**src/rtl/rdc_pulse_gen.sv**
```systemverilog
// Programmable per-core/per-event pulse-train transmitter whose outputs plug straight into the RDC events input.
// Define RDC_PGEN_JITTER_EN to add LFSR-driven gap jitter (0..3 extra low cycles per gap).
module rdc_pulse_gen #(
    parameter int N_CORES       = 4,
    parameter int CORE_EVENTS   = 2,
    parameter int WEIGHTS_WIDTH = 8,
    parameter int GAP_WIDTH     = 8,
    parameter int REPEAT_WIDTH  = 8
) (
    input  logic                     clk_i,
    input  logic                     rst_i,
    input  logic                     start_i,
    input  logic                     abort_i,
    input  logic [REPEAT_WIDTH-1:0]  repeat_i,
    input  logic [WEIGHTS_WIDTH-1:0] pulse_len_i [0:N_CORES-1][0:CORE_EVENTS-1],
    input  logic [GAP_WIDTH-1:0]     gap_len_i   [0:N_CORES-1][0:CORE_EVENTS-1],
    output logic [CORE_EVENTS-1:0]   events_o    [0:N_CORES-1],
    output logic                     busy_o,
    output logic                     done_o
);
    localparam int NCH = N_CORES * CORE_EVENTS;
    localparam int GCW = GAP_WIDTH + 2;

    typedef enum logic [1:0] {S_IDLE, S_HIGH, S_LOW} state_t;

    state_t                   r_state     [NCH];
    state_t                   w_state_nxt [NCH];
    logic [WEIGHTS_WIDTH-1:0] r_hi_cnt    [NCH];
    logic [WEIGHTS_WIDTH-1:0] w_hi_nxt    [NCH];
    logic [GCW-1:0]           r_gap_cnt   [NCH];
    logic [GCW-1:0]           w_gap_nxt   [NCH];
    logic [REPEAT_WIDTH-1:0]  r_pls_cnt   [NCH];
    logic [REPEAT_WIDTH-1:0]  w_pls_nxt   [NCH];
    logic [WEIGHTS_WIDTH-1:0] r_sh_len    [NCH];
    logic [GAP_WIDTH-1:0]     r_sh_gap    [NCH];
    logic [REPEAT_WIDTH-1:0]  r_sh_rep;
    logic [CORE_EVENTS-1:0]   r_events    [0:N_CORES-1];
    logic                     r_busy;
    logic                     r_done;
    logic                     w_start_acc;
    logic                     w_any_nxt;
    logic [1:0]               w_jit;

    // A zero gap is stretched to one cycle so back-to-back pulses stay separated.
    function automatic logic [GCW-1:0] gap_load(input logic [GAP_WIDTH-1:0] gap,
                                                input logic [1:0] jit);
        logic [GCW-1:0] g;
        g = (gap == '0) ? GCW'(1) : GCW'(gap);
        return g + GCW'(jit);
    endfunction

`ifdef RDC_PGEN_JITTER_EN
    logic [15:0] r_lfsr;

    always_ff @(posedge clk_i) begin
        if (rst_i)
            r_lfsr <= 16'hACE1;
        else
            r_lfsr <= {1'b0, r_lfsr[15:1]} ^ (r_lfsr[0] ? 16'hB400 : 16'h0000);
    end

    assign w_jit = r_lfsr[1:0];
`else
    assign w_jit = 2'b00;
`endif

    always_comb begin
        w_start_acc = start_i & ~r_busy & ~abort_i;
        w_any_nxt   = 1'b0;
        for (int ch = 0; ch < NCH; ch++) begin
            w_state_nxt[ch] = r_state[ch];
            w_hi_nxt[ch]    = r_hi_cnt[ch];
            w_gap_nxt[ch]   = r_gap_cnt[ch];
            w_pls_nxt[ch]   = r_pls_cnt[ch];
            if (abort_i) begin
                w_state_nxt[ch] = S_IDLE;
            end else begin
                case (r_state[ch])
                    S_IDLE: begin
                        if (w_start_acc && pulse_len_i[ch / CORE_EVENTS][ch % CORE_EVENTS] != '0) begin
                            w_state_nxt[ch] = S_HIGH;
                            w_hi_nxt[ch]    = pulse_len_i[ch / CORE_EVENTS][ch % CORE_EVENTS];
                            w_pls_nxt[ch]   = repeat_i;
                        end
                    end
                    S_HIGH: begin
                        if (r_hi_cnt[ch] == WEIGHTS_WIDTH'(1)) begin
                            if (r_sh_rep != '0 && r_pls_cnt[ch] == REPEAT_WIDTH'(1)) begin
                                w_state_nxt[ch] = S_IDLE;
                            end else begin
                                w_state_nxt[ch] = S_LOW;
                                w_gap_nxt[ch]   = gap_load(r_sh_gap[ch], w_jit);
                                if (r_sh_rep != '0)
                                    w_pls_nxt[ch] = r_pls_cnt[ch] - REPEAT_WIDTH'(1);
                            end
                        end else begin
                            w_hi_nxt[ch] = r_hi_cnt[ch] - WEIGHTS_WIDTH'(1);
                        end
                    end
                    S_LOW: begin
                        if (r_gap_cnt[ch] == GCW'(1)) begin
                            w_state_nxt[ch] = S_HIGH;
                            w_hi_nxt[ch]    = r_sh_len[ch];
                        end else begin
                            w_gap_nxt[ch] = r_gap_cnt[ch] - GCW'(1);
                        end
                    end
                    default: w_state_nxt[ch] = S_IDLE;
                endcase
            end
            if (w_state_nxt[ch] != S_IDLE)
                w_any_nxt = 1'b1;
        end
    end

    always_ff @(posedge clk_i) begin
        if (rst_i) begin
            for (int ch = 0; ch < NCH; ch++) begin
                r_state[ch]  <= S_IDLE;
                r_sh_len[ch] <= '0;
                r_sh_gap[ch] <= '0;
            end
            for (int c = 0; c < N_CORES; c++)
                r_events[c] <= '0;
            r_sh_rep <= '0;
            r_busy   <= 1'b0;
            r_done   <= 1'b0;
        end else begin
            for (int ch = 0; ch < NCH; ch++)
                r_state[ch] <= w_state_nxt[ch];
            if (w_start_acc) begin
                for (int ch = 0; ch < NCH; ch++) begin
                    r_sh_len[ch] <= pulse_len_i[ch / CORE_EVENTS][ch % CORE_EVENTS];
                    r_sh_gap[ch] <= gap_len_i[ch / CORE_EVENTS][ch % CORE_EVENTS];
                end
                r_sh_rep <= repeat_i;
            end
            for (int c = 0; c < N_CORES; c++)
                for (int e = 0; e < CORE_EVENTS; e++)
                    r_events[c][e] <= (w_state_nxt[c * CORE_EVENTS + e] == S_HIGH);
            r_busy <= w_any_nxt;
            // Strobe once when a run (or a start with every channel disabled) lands fully idle.
            r_done <= (r_busy | w_start_acc) & ~w_any_nxt;
        end
    end

    // Counters are only meaningful outside IDLE and are loaded on entry, so they carry no reset.
    always_ff @(posedge clk_i) begin
        for (int ch = 0; ch < NCH; ch++) begin
            r_hi_cnt[ch]  <= w_hi_nxt[ch];
            r_gap_cnt[ch] <= w_gap_nxt[ch];
            r_pls_cnt[ch] <= w_pls_nxt[ch];
        end
    end

    assign events_o = r_events;
    assign busy_o   = r_busy;
    assign done_o   = r_done;

endmodule

```
**config.mk**
```make
export PLATFORM = sky130hd
export DESIGN_NAME = rdc_pulse_gen
export DESIGN_NICKNAME = d
export VERILOG_FILES = /design/src/rtl/rdc_pulse_gen.sv
export SDC_FILE = /design/constraint.sdc
export NUM_CORES = 1
export LEC_CHECK = 0
export BUFFER_PORTS_ARGS = -buffer_cell sky130_fd_sc_hd__buf_2
export CAP_MARGIN = 20
export CORE_MARGIN = 5
export CORE_UTILIZATION = 61
export CTS_BUF_LIST = sky130_fd_sc_hd__clkbuf_8 sky130_fd_sc_hd__clkbuf_16
export DETAILED_ROUTE_END_ITERATION = 7
export PLACE_DENSITY = 0.92
export SETUP_SLACK_MARGIN = 0.4
export SLEW_MARGIN = 20
export SYNTH_ARGS = -nofsm -noshare
export SYNTH_HDL_FRONTEND = slang
export SYNTH_SLANG_ARGS = --single-unit
```
**constraint.sdc**
```tcl
create_clock -name clk_i -period 6.7 [get_ports clk_i]
set_input_delay 1.34 -clock clk_i [delete_from_list [all_inputs] [get_ports clk_i]]
set_output_delay 1.34 -clock clk_i [all_outputs]
set_load 0.05 [all_outputs]
```
Word level (Yosys, flattened, before mapping):

Memory sizes are Yosys's and may differ from the RTL's.
Cells that the tools add are included.

* add/subtract/negate cells: 24
* muxes and demuxes: 222
* bitwise gates (word level): 31
* equality and inequality tests: 48
* reduce and logical (&&, ||, !) cells: 49

Operators with widths (count)
* 8-bit two-way mux: 96
* 10-bit two-way mux: 32
* 8-bit case mux with 3 select lines: 8
* 10-bit case mux with 2 select lines: 8
* 8-bit by 1-bit equality test with 1-bit output, second input constant: 16
* 8-bit case mux with 2 select lines: 8
* 8-bit by 1-bit subtractor with 8-bit output, second input constant: 16
* 2-bit two-way mux: 48
* 10-bit by 1-bit equality test with 1-bit output, second input constant: 8
* 10-bit by 1-bit subtractor with 10-bit output, second input constant: 8
* 8-bit nonzero test: 9
* 8-bit logical NOT: 8
* 2-bit case mux with 3 select lines: 8
* 2-bit by 1-bit equality test with 1-bit output, second input constant: 16
* 1-bit bitwise OR: 25
* 2-bit equality test, second input constant: 8
* 1-bit logical AND: 16
* 2-bit logical NOT: 8
* 2-bit nonzero test: 8
* 1-bit two-way mux: 14
* 1-bit AND: 3
* 1-bit NOT: 3

* input port bits: 140
* word-level logic and storage cells: 387
* output and inout port bits: 10
* register bits: 18
* memories: 6
* RAM bits: 352

Memory list
* r_gap_cnt: words 8, bits a word 10, read ports 8, clocked after memory_dff 0, write ports 8, RTL line 30 `logic [GCW-1:0] r_gap_cnt [NCH];`
* r_hi_cnt: words 8, bits a word 8, read ports 8, clocked after memory_dff 0, write ports 8, RTL line 28 `logic [WEIGHTS_WIDTH-1:0] r_hi_cnt [NCH];`
* r_pls_cnt: words 8, bits a word 8, read ports 8, clocked after memory_dff 0, write ports 8, RTL line 32 `logic [REPEAT_WIDTH-1:0] r_pls_cnt [NCH];`
* r_sh_gap: words 8, bits a word 8, read ports 8, clocked after memory_dff 0, write ports 8, RTL line 35 `logic [GAP_WIDTH-1:0] r_sh_gap [NCH];`
* r_sh_len: words 8, bits a word 8, read ports 8, clocked after memory_dff 0, write ports 8, RTL line 34 `logic [WEIGHTS_WIDTH-1:0] r_sh_len [NCH];`
* r_state: words 8, bits a word 2, read ports 8, clocked after memory_dff 0, write ports 8, RTL line 26 `state_t r_state [NCH];`

Logic depth before layout (Yosys ltp):

Gate-level depths: netlist (run 1).

* word-level depth: 18
* mapped depth: 10
* mapped depth without buffers: 9

Worst setup path after synthesis (run 1):

OpenSTA, ideal clock, no wires.

* kind: input-to-reg
* start point: input rst_i
* end point: memory r_sh_gap[0][0] (enable)
* buffers on the path: 2
* stages: 3
* library setup time: 509 ps
* data arrival time: 5006 ps
* path slack: 1185 ps
* required time: 6191 ps
* cell sequence: clkbuf_1 clkbuf_1 nand2b_1

RTL lines
* start: declaration: RTL line 11 `input logic rst_i,`
* end: declaration: RTL line 35

Worst setup path after layout (run 1):

* start point: input abort_i
* end point: register r_done (netlist: done_o)

* word-level cells in the longest chain between the ends: 17
* elaborated cells between the ends (all ways): 53
* those cells by class: mux: 32; bitwise: 5; reduce/logical: 16

RTL lines
* start: declaration: RTL line 13 `input logic abort_i,`
* 1-bit NOT: RTL line 68 `w_start_acc = start_i & ~r_busy & ~abort_i;`
* 1-bit AND: RTL line 68
* 1-bit logical AND: RTL line 80 `if (w_start_acc && pulse_len_i[ch / CORE_EVENTS][ch % CORE_EVENTS] != '0) begin`
* 2-bit two-way mux: RTL line 80
* 2-bit case mux with 3 select lines: RTL line 78 `case (r_state[ch])`
* 2-bit two-way mux: RTL line 75 `if (abort_i) begin`
* 2-bit nonzero test: RTL line 111 `if (w_state_nxt[ch] != S_IDLE)`
* 1-bit two-way mux (8 in a row): RTL line 111
* 1-bit NOT: RTL line 143 `r_done <= (r_busy | w_start_acc) & ~w_any_nxt;`
* 1-bit AND (*): RTL line 143
* end signal: assignment: RTL line 143
* end: declaration: RTL line 39 `logic r_done;`

Mark *: on every way between the ends. The rest lies on a longest branch, timed or not.
A chain may end at the register's enable or synchronous reset.

==> results of run 1 <==
## area by class of cell
cell class	count	share of cell area, %
clock inverters	22	0.593
repair buffers	166	3.91
multi-input cells	1343	38.2
clock buffers	48	5.02
inverters	96	1.61
diodes	1	0.0112
flip-flops and latches	370	48.2
well taps	442	2.47
## cell usage in the layout (no fill, tap or decap), types with 11 or more instances in the layout
| cell | Yosys | layout |
|---|---|---|
| inv_1 | 96 | 104 |
| nand3_1 | 14 | 14 |
| buf_4 | 0 | 17 |
| nor3b_1 | 12 | 11 |
| and2_1 | 105 | 105 |
| a211oi_1 | 13 | 12 |
| nor2_1 | 279 | 278 |
| nand2_1 | 87 | 87 |
| buf_2 | 1 | 149 |
| nor4_1 | 53 | 53 |
| a31oi_1 | 15 | 15 |
| nor3_1 | 57 | 56 |
| nor2b_1 | 47 | 47 |
| xnor2_1 | 87 | 87 |
| edfxtp_1 | 336 | 336 |
| o21ai_0 | 17 | 17 |
| clkbuf_16 | 0 | 41 |
| a21oi_1 | 207 | 207 |
| a22oi_1 | 63 | 63 |
| dfxtp_1 | 34 | 34 |
| ha_1 | 80 | 78 |
| xor2_1 | 64 | 64 |
## layer usage
layer,GRT usage [%],vias to the layer above
met5,0,-
li1,-,7045
met1,31.0,7116
met4,9.01,0
met2,43.1,741
met3,4.55,160
## cells by family (layout without fill, tap and decap cells)
group / Yosys count / after routing / share of synthesized area, %
fa+ha+maj: 80 / 80 / 5.01
buf+inv: 192 / 332 / 3.65
compound gates: 375 / 375 / 11.6
other cells: 0 / 1 / 0
xor+xnor: 151 / 151 / 6.62
simple gates: 731 / 731 / 19.0
flops: 370 / 370 / 53.9
mux: 6 / 6 / 0.307
## metrics by stage
stage	instance area [sq um]	power [uW]	setup slack (ps)
finish	22400	5280	2570
floorplan	20000	3030	1180
CTS	22300	5290	2720
detailed placement	21100	3190	2160
global placement	21100	3150	2330
global route	22300	5450	2370
## cell usage after synthesis (5+ instances only)
cell,n,area (sq um)
edfxtp_1,336,10100
nor2_1,279,1050
a21oi_1,207,1040
and2_1,105,657
inv_1,96,360
nand2_1,87,327
xnor2_1,87,762
ha_1,80,1000
clkbuf_1,76,285
xor2_1,64,561
a22oi_1,63,473
nor3_1,57,285
nor4_1,53,332
nor2b_1,47,294
dfxtp_1,34,681
buf_1,18,67.6
o21ai_0,17,85.1
a31oi_1,15,93.8
nand3_1,14,70.1
a211oi_1,13,97.6
nor3b_1,12,90.1
and3_1,8,50.1
nand3b_1,8,60.1
o31ai_1,8,60.1
or3_1,8,50.1
nand4b_1,6,52.6
o22ai_1,6,37.5
a2111oi_0,5,43.8
mux2i_1,5,50.1
nand2b_1,5,31.3
nor4b_1,5,43.8
## final timing paths
path | from | end | slack, ps | cells after the start
max | abort_i | done_o | 2570 | 8
min | r_sh_rep[4] | r_sh_rep[4] | 470 | 2
max reg2reg | r_sh_rep[6] | r_pls_cnt[0][4] | 3360 | 5
min reg2reg | r_sh_rep[4] | r_sh_rep[4] | 470 | 2
## state kept, by name (all words and copies together) (netlist names)
signal,cells
busy_o,1
done_o,1
events_o,8
r_gap_cnt,80
r_hi_cnt,64
r_pls_cnt,64
r_sh_gap,64
r_sh_len,64
r_sh_rep,8
r_state,16
## where the power goes
group / internal (uW) / switching (uW) / leakage (uW)
Combinational: 160 / 279 / 0.00403
Sequential: 2650 / 65.8 / 0.00353
Clock: 1220 / 902 / 0.000656
Total: 4030 / 1250 / 0.00822
## critical path, stage by stage
cell and delay, ps:
buf_2 350, or3b_1 890, a21oi_1 470, o22ai_1 210
o221ai_1 470, nand4_1 210, nor4b_1 380, and4_1 260
==> run_results.csv, run 1 <==
group,metric,value,unit
status,status,"finished, final reports clean",
grt,grt_util_all_layers,24.7,%
route,routed_wl,46100,microns
clock_tree,cts_tree,"yes",
synth,syn_nets,2125,
synth,synth-edff-count,336,
route,wl_met1,17500,microns
route,wl_met2,22900,microns
timing,finalHoldViolations,0,
layout,areaGrowthSynthToFinish,11.8,%
flow_run,maxCapViolations,0,
min_path,min_path_type,"flip-flop to flip-flop",
layout,final_util,68.9,%
layout,drive_above_1_share,12.6,%
timing,setup_tns,0,ps
synth,syn_area,20000,sq um
clock_tree,post_cts_buffers,0,
timing,worst_slew_pin_slew,1080,ps
synth,synth_seq_area_share,53.9,%
pwr,powerDensity,236,nW/um^2
layout,final_nets,2236,
synth,synth-seq-cells,370,
clock_tree,cts_resized,0,
worst_setup_path,critPathKind,"input port to flip-flop",
timing,fin_skew,14.1,ps
timing,maxClockFrequency,0.242,GHz
place,hpwl,31200,microns
die,ios,150,
layout,seqCellArea,10800,sq um
synth,async_flop_share,0,%
route,avgViaCountPerCell,6.05,
grt,overflow,0,
die,core-area,32500,sq um
grt,antenna_found_initial,0,
route,dr_wl_met3,3960,microns
die,fp.dieH,191,microns
route,drc,0,
place,dp_cells,2417,
die,dieArea,36500,sq um
place,place_congestion,0.858,
route,antenna_left,0,
timing,period_needed,4130,ps
clock_tree,clock-root-buffer,"clkbuf_16",
worst_setup_path,start_kind,"input port",
synth,synth.distinct_cells,79,
worst_setup_path,arrival,4600,ps
worst_setup_path,worstPathMaxFanout,32,
die,start_util,61.6,%
clock_tree,clk-insertion-delay-late,550,ps
clock_tree,cts_buffers,39,
timing,rsz0062_at_grt,"no",
grt,grt_first_pass_wirelength,73400,microns
timing,slew_headroom,27.8,%
grt,grt_max_degree,65,
layout,n_fill_cell,2167,
route,via_count,15062,
timing,setup_viol,0,
synth,syn_area_per_cell,10.5,sq um
route,dr.max_layer_used,"met4",
route,firstDrtPassIters,5,
worst_setup_path,endpoint_kind,"flip-flop",
pwr,p_leak,0.00822,uW
synth,synth.yosys.warnings,0,
synth,synthFlopType,"edfxtp_1",
route,first_iter_violations,1630,
synth,synthCells,1905,
place,port_buffers,149,
pwr,vdd_ir_drop_max,0.285,mV
clock_tree,htreeDepth,2,
layout,fin_cells,2488,
clock_tree,clkTransAtPathRegs,60,ps
timing,hold_ws,465,ps
clock_tree,hold_buffers,0,
die,placementRows,66,
clock_tree,cts_sinks,370,
route,wire_per_inst,18.5,microns
timing,post-route-period-util,61.6,%
clock_tree,cts_buffer_depth,3,
die,chipWidth,191,microns
grt,grt_pass1_vias,15039,
layout,multiInputGateArea,8540,sq um
timing,slew_viol_final,0,
worst_setup_path,crit_required,7170,ps
(Power assumes the default switching activity.)
==> run 2: changes to the inputs <==
==> constraint.sdc (replaced) <==
create_clock -name clk_i -period 4.22 [get_ports clk_i]
set_input_delay 0.844 -clock clk_i [delete_from_list [all_inputs] [get_ports clk_i]]
set_output_delay 0.844 -clock clk_i [all_outputs]
set_load 0.05 [all_outputs]
==> run 2 against run 1 <==
Compared with the run above:
- clock skew increased by 1.2 ps
- via count shrank 1.2%
- worst hold slack got worse by 3.0 ps
- core utilization is 0.20 points higher
- largest power group unchanged
- cell count grew 0.32%
- routed wire length shrank 2.4%
- global-route usage decreased by 0.59 points
- register-to-register slack lost 2200 ps
- clock power grew 57%
==> run_results.csv, run 2 (synthesis gave the netlist of run 1 again) <==
group,metric,value,unit
layout,n_fill_cell,2167,
worst_setup_path,endpoint_kind,"flip-flop",
worst_setup_path,worstPathMaxFanout,18,
die,core-area,32500,sq um
status,status,"finished, final reports clean",
timing,slew_viol_final,0,
place,hpwl,31000,microns
timing,fin_skew,15.3,ps
die,chipWidth,191,microns
grt,grt_pass1_vias,14997,
route,antenna_left,0,
timing,post-route-period-util,73.9,%
clock_tree,cts_buffers,39,
clock_tree,hold_buffers,0,
worst_setup_path,start_kind,"input port",
clock_tree,clock-root-buffer,"clkbuf_16",
layout,final_util,69.1,%
layout,multiInputGateArea,8520,sq um
worst_setup_path,critPathKind,"input port to flip-flop",
route,drc,0,
timing,slew_headroom,25.2,%
timing,setup_viol,0,
clock_tree,post_cts_buffers,0,
route,firstDrtPassIters,6,
layout,areaGrowthSynthToFinish,12.2,%
route,routed_wl,45000,microns
timing,worst_slew_pin_slew,1120,ps
route,via_count,14888,
timing,rsz0062_at_grt,"no",
timing,period_needed,3120,ps
clock_tree,clkTransAtPathRegs,60,ps
worst_setup_path,crit_required,4690,ps
layout,final_nets,2245,
die,placementRows,66,
layout,largest_register_ffs,80,
pwr,p_leak,0.00826,uW
pwr,powerDensity,373,nW/um^2
route,avgViaCountPerCell,5.96,
clock_tree,cts_resized,0,
place,port_buffers,149,
clock_tree,htreeDepth,2,
grt,overflow,0,
grt,grt_first_pass_wirelength,72500,microns
worst_setup_path,reg2reg_slack,1160,ps
layout,layout_common_cells,"edfxtp_1 (336), nor2_1 (278), a21oi_1 (207), buf_2 (149), and2_1 (105)",
route,first_iter_violations,1509,
flow_run,maxCapViolations,0,
layout,seqCellArea,10800,sq um
layout,drive_above_1_share,12.5,%
grt,grt_util_all_layers,24.1,%
layout,largest-register,"r_gap_cnt",
clock_tree,cts_sinks,370,
worst_setup_path,arrival,3590,ps
die,start_util,61.6,%
place,place_congestion,0.860,
die,ios,150,
grt,grt_max_degree,57,
clock_tree,cts_buffer_depth,3,
timing,maxClockFrequency,0.321,GHz
route,wire_per_inst,18.0,microns
timing,finalHoldViolations,0,
min_path,min_path_type,"flip-flop to flip-flop",
die,dieArea,36500,sq um
clock_tree,clk-insertion-delay-late,520,ps
pwr,vdd_ir_drop_max,0.363,mV
timing,setup_tns,0,ps
layout,layout_commonest_cell,"edfxtp_1",
grt,antenna_found_initial,1,
clock_tree,cts_tree,"yes",
die,fp.dieH,191,microns
run 2: path summary, 6_finish.rpt:
check,endpoint,startpoint,cells past startpoint
setup / recovery,done_o,abort_i,8
hold / removal,r_sh_rep[5],r_sh_rep[5],2
setup reg to reg,done_o,busy_o,7
hold reg to reg,r_sh_rep[5],r_sh_rep[5],2
run 2: final cells by class:
class | instances | share of cell area [%]
clock buffers | 45 | 4.87
diodes | 1 | 0.0112
inverters | 96 | 1.61
well taps | 442 | 2.47
flip-flops and latches | 370 | 48.0
clock inverters | 24 | 0.686
multi-input cells | 1343 | 38.0
repair buffers | 175 | 4.31
run 2: critical path: stages:
cell,delay (ps)
buf_2,110
or3b_1,830
a21oi_1,470
o22ai_1,190
o221ai_1,380
nand4_1,170
nor4b_1,340
and4_1,230
run 2: report_power, final:
part / total (uW) / internal, uW / switching [uW]
Combinational: 710 / 265 / 445
Sequential: 4310 / 4210 / 103
Clock: 3340 / 1960 / 1380
run 2: routing by layer:
| metal | part of all wire, % | vias to the layer above | track usage [%] |
|---|---|---|---|
| met5 | 0 | - | 0 |
| met4 | 3.2 | 0 | 8.45 |
| met3 | 8.1 | 129 | 3.76 |
| met2 | 49 | 675 | 42.4 |
| met1 | 39 | 7002 | 30.6 |
| li1 | - | 7082 | - |
run 2: through the flow:
stage               instance area [sq um]  hold slack (ps)  worst slack (ps)  cells  total power (uW)
CTS                                 22400              462              1150   2495              8380
detailed placement                  21200              454               623   2426              5070
finish                              22400              462              1100   2496              8360
floorplan                           20000              436               518   1905              4810
global route                        22400              481               976   2496              8630
global placement                    21200              443               766   2426              5030
==> run 3: changes to the inputs <==
--- a/config.mk
+++ b/config.mk
@@ -5,13 +5,14 @@
 export SDC_FILE = /design/constraint.sdc
 export NUM_CORES = 1
 export LEC_CHECK = 0
+export ABC_AREA = 1
 export BUFFER_PORTS_ARGS = -buffer_cell sky130_fd_sc_hd__buf_2
 export CAP_MARGIN = 20
 export CORE_MARGIN = 5
-export CORE_UTILIZATION = 61
+export CORE_UTILIZATION = 55
 export CTS_BUF_LIST = sky130_fd_sc_hd__clkbuf_8 sky130_fd_sc_hd__clkbuf_16
 export DETAILED_ROUTE_END_ITERATION = 7
-export PLACE_DENSITY = 0.92
+export PLACE_DENSITY = 0.88
 export SETUP_SLACK_MARGIN = 0.4
 export SLEW_MARGIN = 20
 export SYNTH_ARGS = -nofsm -noshare
==> constraint.sdc (replaced) <==
create_clock -name clk_i -period 2.7 [get_ports clk_i]
set_input_delay 0.54 -clock clk_i [delete_from_list [all_inputs] [get_ports clk_i]]
set_output_delay 0.54 -clock clk_i [all_outputs]
set_load 0.05 [all_outputs]
==> run 3 against run 2 <==
Compared with the run above:
- sequential share of layout area is 2.4 points lower
- critical path depth is 1 lower
- routed wire length is 14% higher
- final area is 5.3% higher
- area after synthesis is 3.2% higher
- die area is 14% higher
- core utilization is 5.8 points lower
- global-route usage is 0.12 points lower
- critical endpoint is now r_pls_cnt[0][12]
- highest routed layer unchanged
==> run_results.csv, run 3 <==
group,metric,value,unit
status,status,"finished, final reports clean",
clock_tree,cts_sinks,370,
synth,yosysMostFrequentCell,"nor2_1",
clock_tree,cts_buffer_depth,3,
pwr,vdd_ir_drop_max,0.477,mV
synth,synthCells,2391,
layout,final_nets,2783,
die,ios,150,
worst_setup_path,startpoint,"r_state[0][3]",
synth,synth.yosys.warnings,0,
layout,drive_above_1_share,12.4,%
clock_tree,clock-root-buffer,"clkbuf_16",
min_path,min_to,"r_sh_gap[0][15]",
die,start_util,55.3,%
worst_setup_path,reg2regPathDepth,7,
timing,post-route-period-util,79.5,%
flow_run,maxCapViolations,0,
place,dp_cells,2992,
synth,synth_seq_area_share,52.2,%
die,dieArea,41500,sq um
synth,synth-seq-cells,370,
layout,layout_commonest_cell,"nor2_1",
worst_setup_path,critPathTopFamily,"buffers and inverters",
route,via_count,17418,
route,first_iter_violations,1822,
worst_setup_path,cp_slowest_cell,"dfxtp_1",
route,avgViaCountPerCell,5.67,
worst_setup_path,critPathKind,"flip-flop to flip-flop",
worst_setup_path,endpoint_kind,"flip-flop",
place,placed_cell_area,22200,sq um
min_path,worstHoldStart,"gap_len_i[55]",
timing,setup_viol,0,
place,place_congestion,0.919,
min_path,min_path_type,"input port to flip-flop",
layout,fin_cells,3071,
timing,slew_viol_final,0,
pwr,powerDensity,580,nW/um^2
layout,fin_area,23600,sq um
layout,layout_common_cells,"nor2_1 (425), inv_1 (364), nand2_1 (350), edfxtp_1 (336), o21ai_0 (163)",
worst_setup_path,worstPathMaxFanout,18,
clock_tree,cts_buffers,40,
grt,antenna_found_initial,3,
worst_setup_path,reg2reg_slack,550,ps
worst_setup_path,crit-reg2reg-launch,"r_state[0][3]",
synth,syn_area,20600,sq um
timing,fin_skew,21.4,ps
worst_setup_path,path_buf_inv,4,
timing,period_needed,2150,ps
clock_tree,cts_tree,"yes",
die,fp.dieH,204,microns
worst_setup_path,timing.rr.end,"r_pls_cnt[0][12]",
worst_setup_path,path_cells,"inv_1 -> ha_2 -> clkinv_1 -> buf_4 -> o21ai_0 -> a2111oi_4 -> buf_6",
worst_setup_path,max_stage_delay,410,ps
synth,async_flop_share,0,%
layout,largest-register,"r_gap_cnt",
place,hpwl,36300,microns
route,firstDrtPassIters,6,
pwr,p_leak,0.0101,uW
grt,grt_pass1_vias,17523,
grt,use_met3,4.12,%
timing,worst_slew_pin_slew,660,ps
die,placementRows,71,
min_path,hold-path-cell-count,3,
grt,overflow,0,
worst_setup_path,arrival,2410,ps
clock_tree,htreeDepth,2,
synth,synthFlopType,"edfxtp_1",
synth,yosys.area.top_type_share,48.9,%
clock_tree,clk-insertion-delay-late,550,ps
timing,hold_ws,282,ps
grt,use_met2,42.0,%
worst_setup_path,crit_required,2970,ps
place,port_buffers,149,
timing,finalHoldViolations,0,
synth,synthTopCellsByCount,"nor2_1 (425), inv_1 (359), nand2_1 (351), edfxtp_1 (336), o21ai_0 (163)",
grt,grt_first_pass_wirelength,82700,microns
synth,yosys.area.top_type,"edfxtp_1",
die,core-area,37300,sq um
grt,grtUsageMet1,29.4,%
synth,synth-edff-count,336,
synth,syn_nets,2611,
timing,setup_tns,0,ps
timing,maxClockFrequency,0.466,GHz
route,antenna_left,0,
route,drc,0,
route,routed_wl,51100,microns
clock_tree,clkTransAtPathRegs,60,ps
synth,synthTopCellsByArea,"edfxtp_1 (49%), nor2_1 (7.7%), inv_1 (6.5%)",
die,chipWidth,204,microns
layout,areaGrowthSynthToFinish,14.4,%
route,wire_per_inst,16.6,microns
layout,largest_register_ffs,80,
synth,syn_area_per_cell,8.63,sq um
grt,grt_util_all_layers,24.0,%
timing,rsz0062_at_grt,"no",
worst_setup_path,start_kind,"flip-flop",
synth,synth.distinct_cells,47,
grt,grt_max_degree,97,
timing,slew_headroom,56.0,%
grt,busiest_layer,"met2",
pwr,p_total,13700,uW
## run 3: cell types whose count changed after synthesis, moves of 63 or more
cell	delta
nand2_1	+264
o21ai_0	+146
a21oi_1	-82
nor2_1	+146
nand3_1	+107
xnor2_1	-63
and2_1	-105
inv_1	+263
## run 3: cells by family after synthesis
logic type                 after synthesis  synth area share (%)
buffers and inverters                  446                  8.31
adders and majority gates               80                  4.85
AOI/OAI and AO/OA                      437                  12.2
and+or+nand+nor                       1010                  20.4
xor gates and xnor gates                48                  2.04
DFF                                    370                  52.2
## run 3: cell type report
| cell class | count | area (sq um) |
|---|---|---|
| timing repair buffer | 205 | 1220 |
| fill | 2868 | 13700 |
| timing repair inverter | 1 | 5.00 |
| clock buffer | 43 | 1050 |
| clock inverter | 30 | 283 |
| tap | 474 | 593 |
| sequential | 370 | 10800 |
| antenna | 3 | 7.51 |
| multi-input combinational | 1575 | 8280 |
| inverter | 370 | 1400 |
## run 3: where the power goes
part | switching (uW) | internal (uW)
Combinational | 848 | 448
Sequential | 157 | 6600
Clock | 2320 | 3300
Total | 3330 | 10400
## run 3: worst max path at each step
stage                        to  slack (ps)  depth (start not counted)
2_1_floorplan   r_hi_cnt[1][10]         380                          6
3_3_place_gp   r_gap_cnt[1][12]         310                          5
3_5_place_dp   r_gap_cnt[1][15]         240                          5
4_1_cts        r_pls_cnt[0][12]         370                          6
5_1_grt                  busy_o         420                         14
6_report       r_pls_cnt[0][12]         550                          7
## run 3: routing by layer
layer | up-vias | part of all wire, %
li1 | 8373 | -
met1 | 8111 | 39
met4 | 0 | 3.6
met2 | 784 | 50
met3 | 150 | 8.0
met5 | - | 0
## run 3: worst register-to-register path: cells and delay by family (launching register included)
family                   cells  cell delay, ps
flip-flops                   1             410
AO/OA/AOI/OAI                2             560
buffers and inverters        4             610
adder cells (fa/ha/maj)      1             280
## run 3: metrics by stage
stage,setup WS (ps),utilization [%]
2_1_floorplan,380,-
3_3_place_gp,313,59.4
3_5_place_dp,240,59.4
4_1_cts,370,63.0
5_1_grt,420,63.3
6_report,554,63.3
## run 3: timing repair
| item | in CTS | in global routing |
|---|---|---|
| cloned | 0 | 1 |
| hold buffers | 0 | 0 |
| hold endpoints to repair | 0 | 0 |
| endpoints found under the setup margin | 20 | 57 |
| pin swaps | 0 | 2 |
| setup buffers | 0 | 2 |
| gates resized for setup | 2 | 11 |
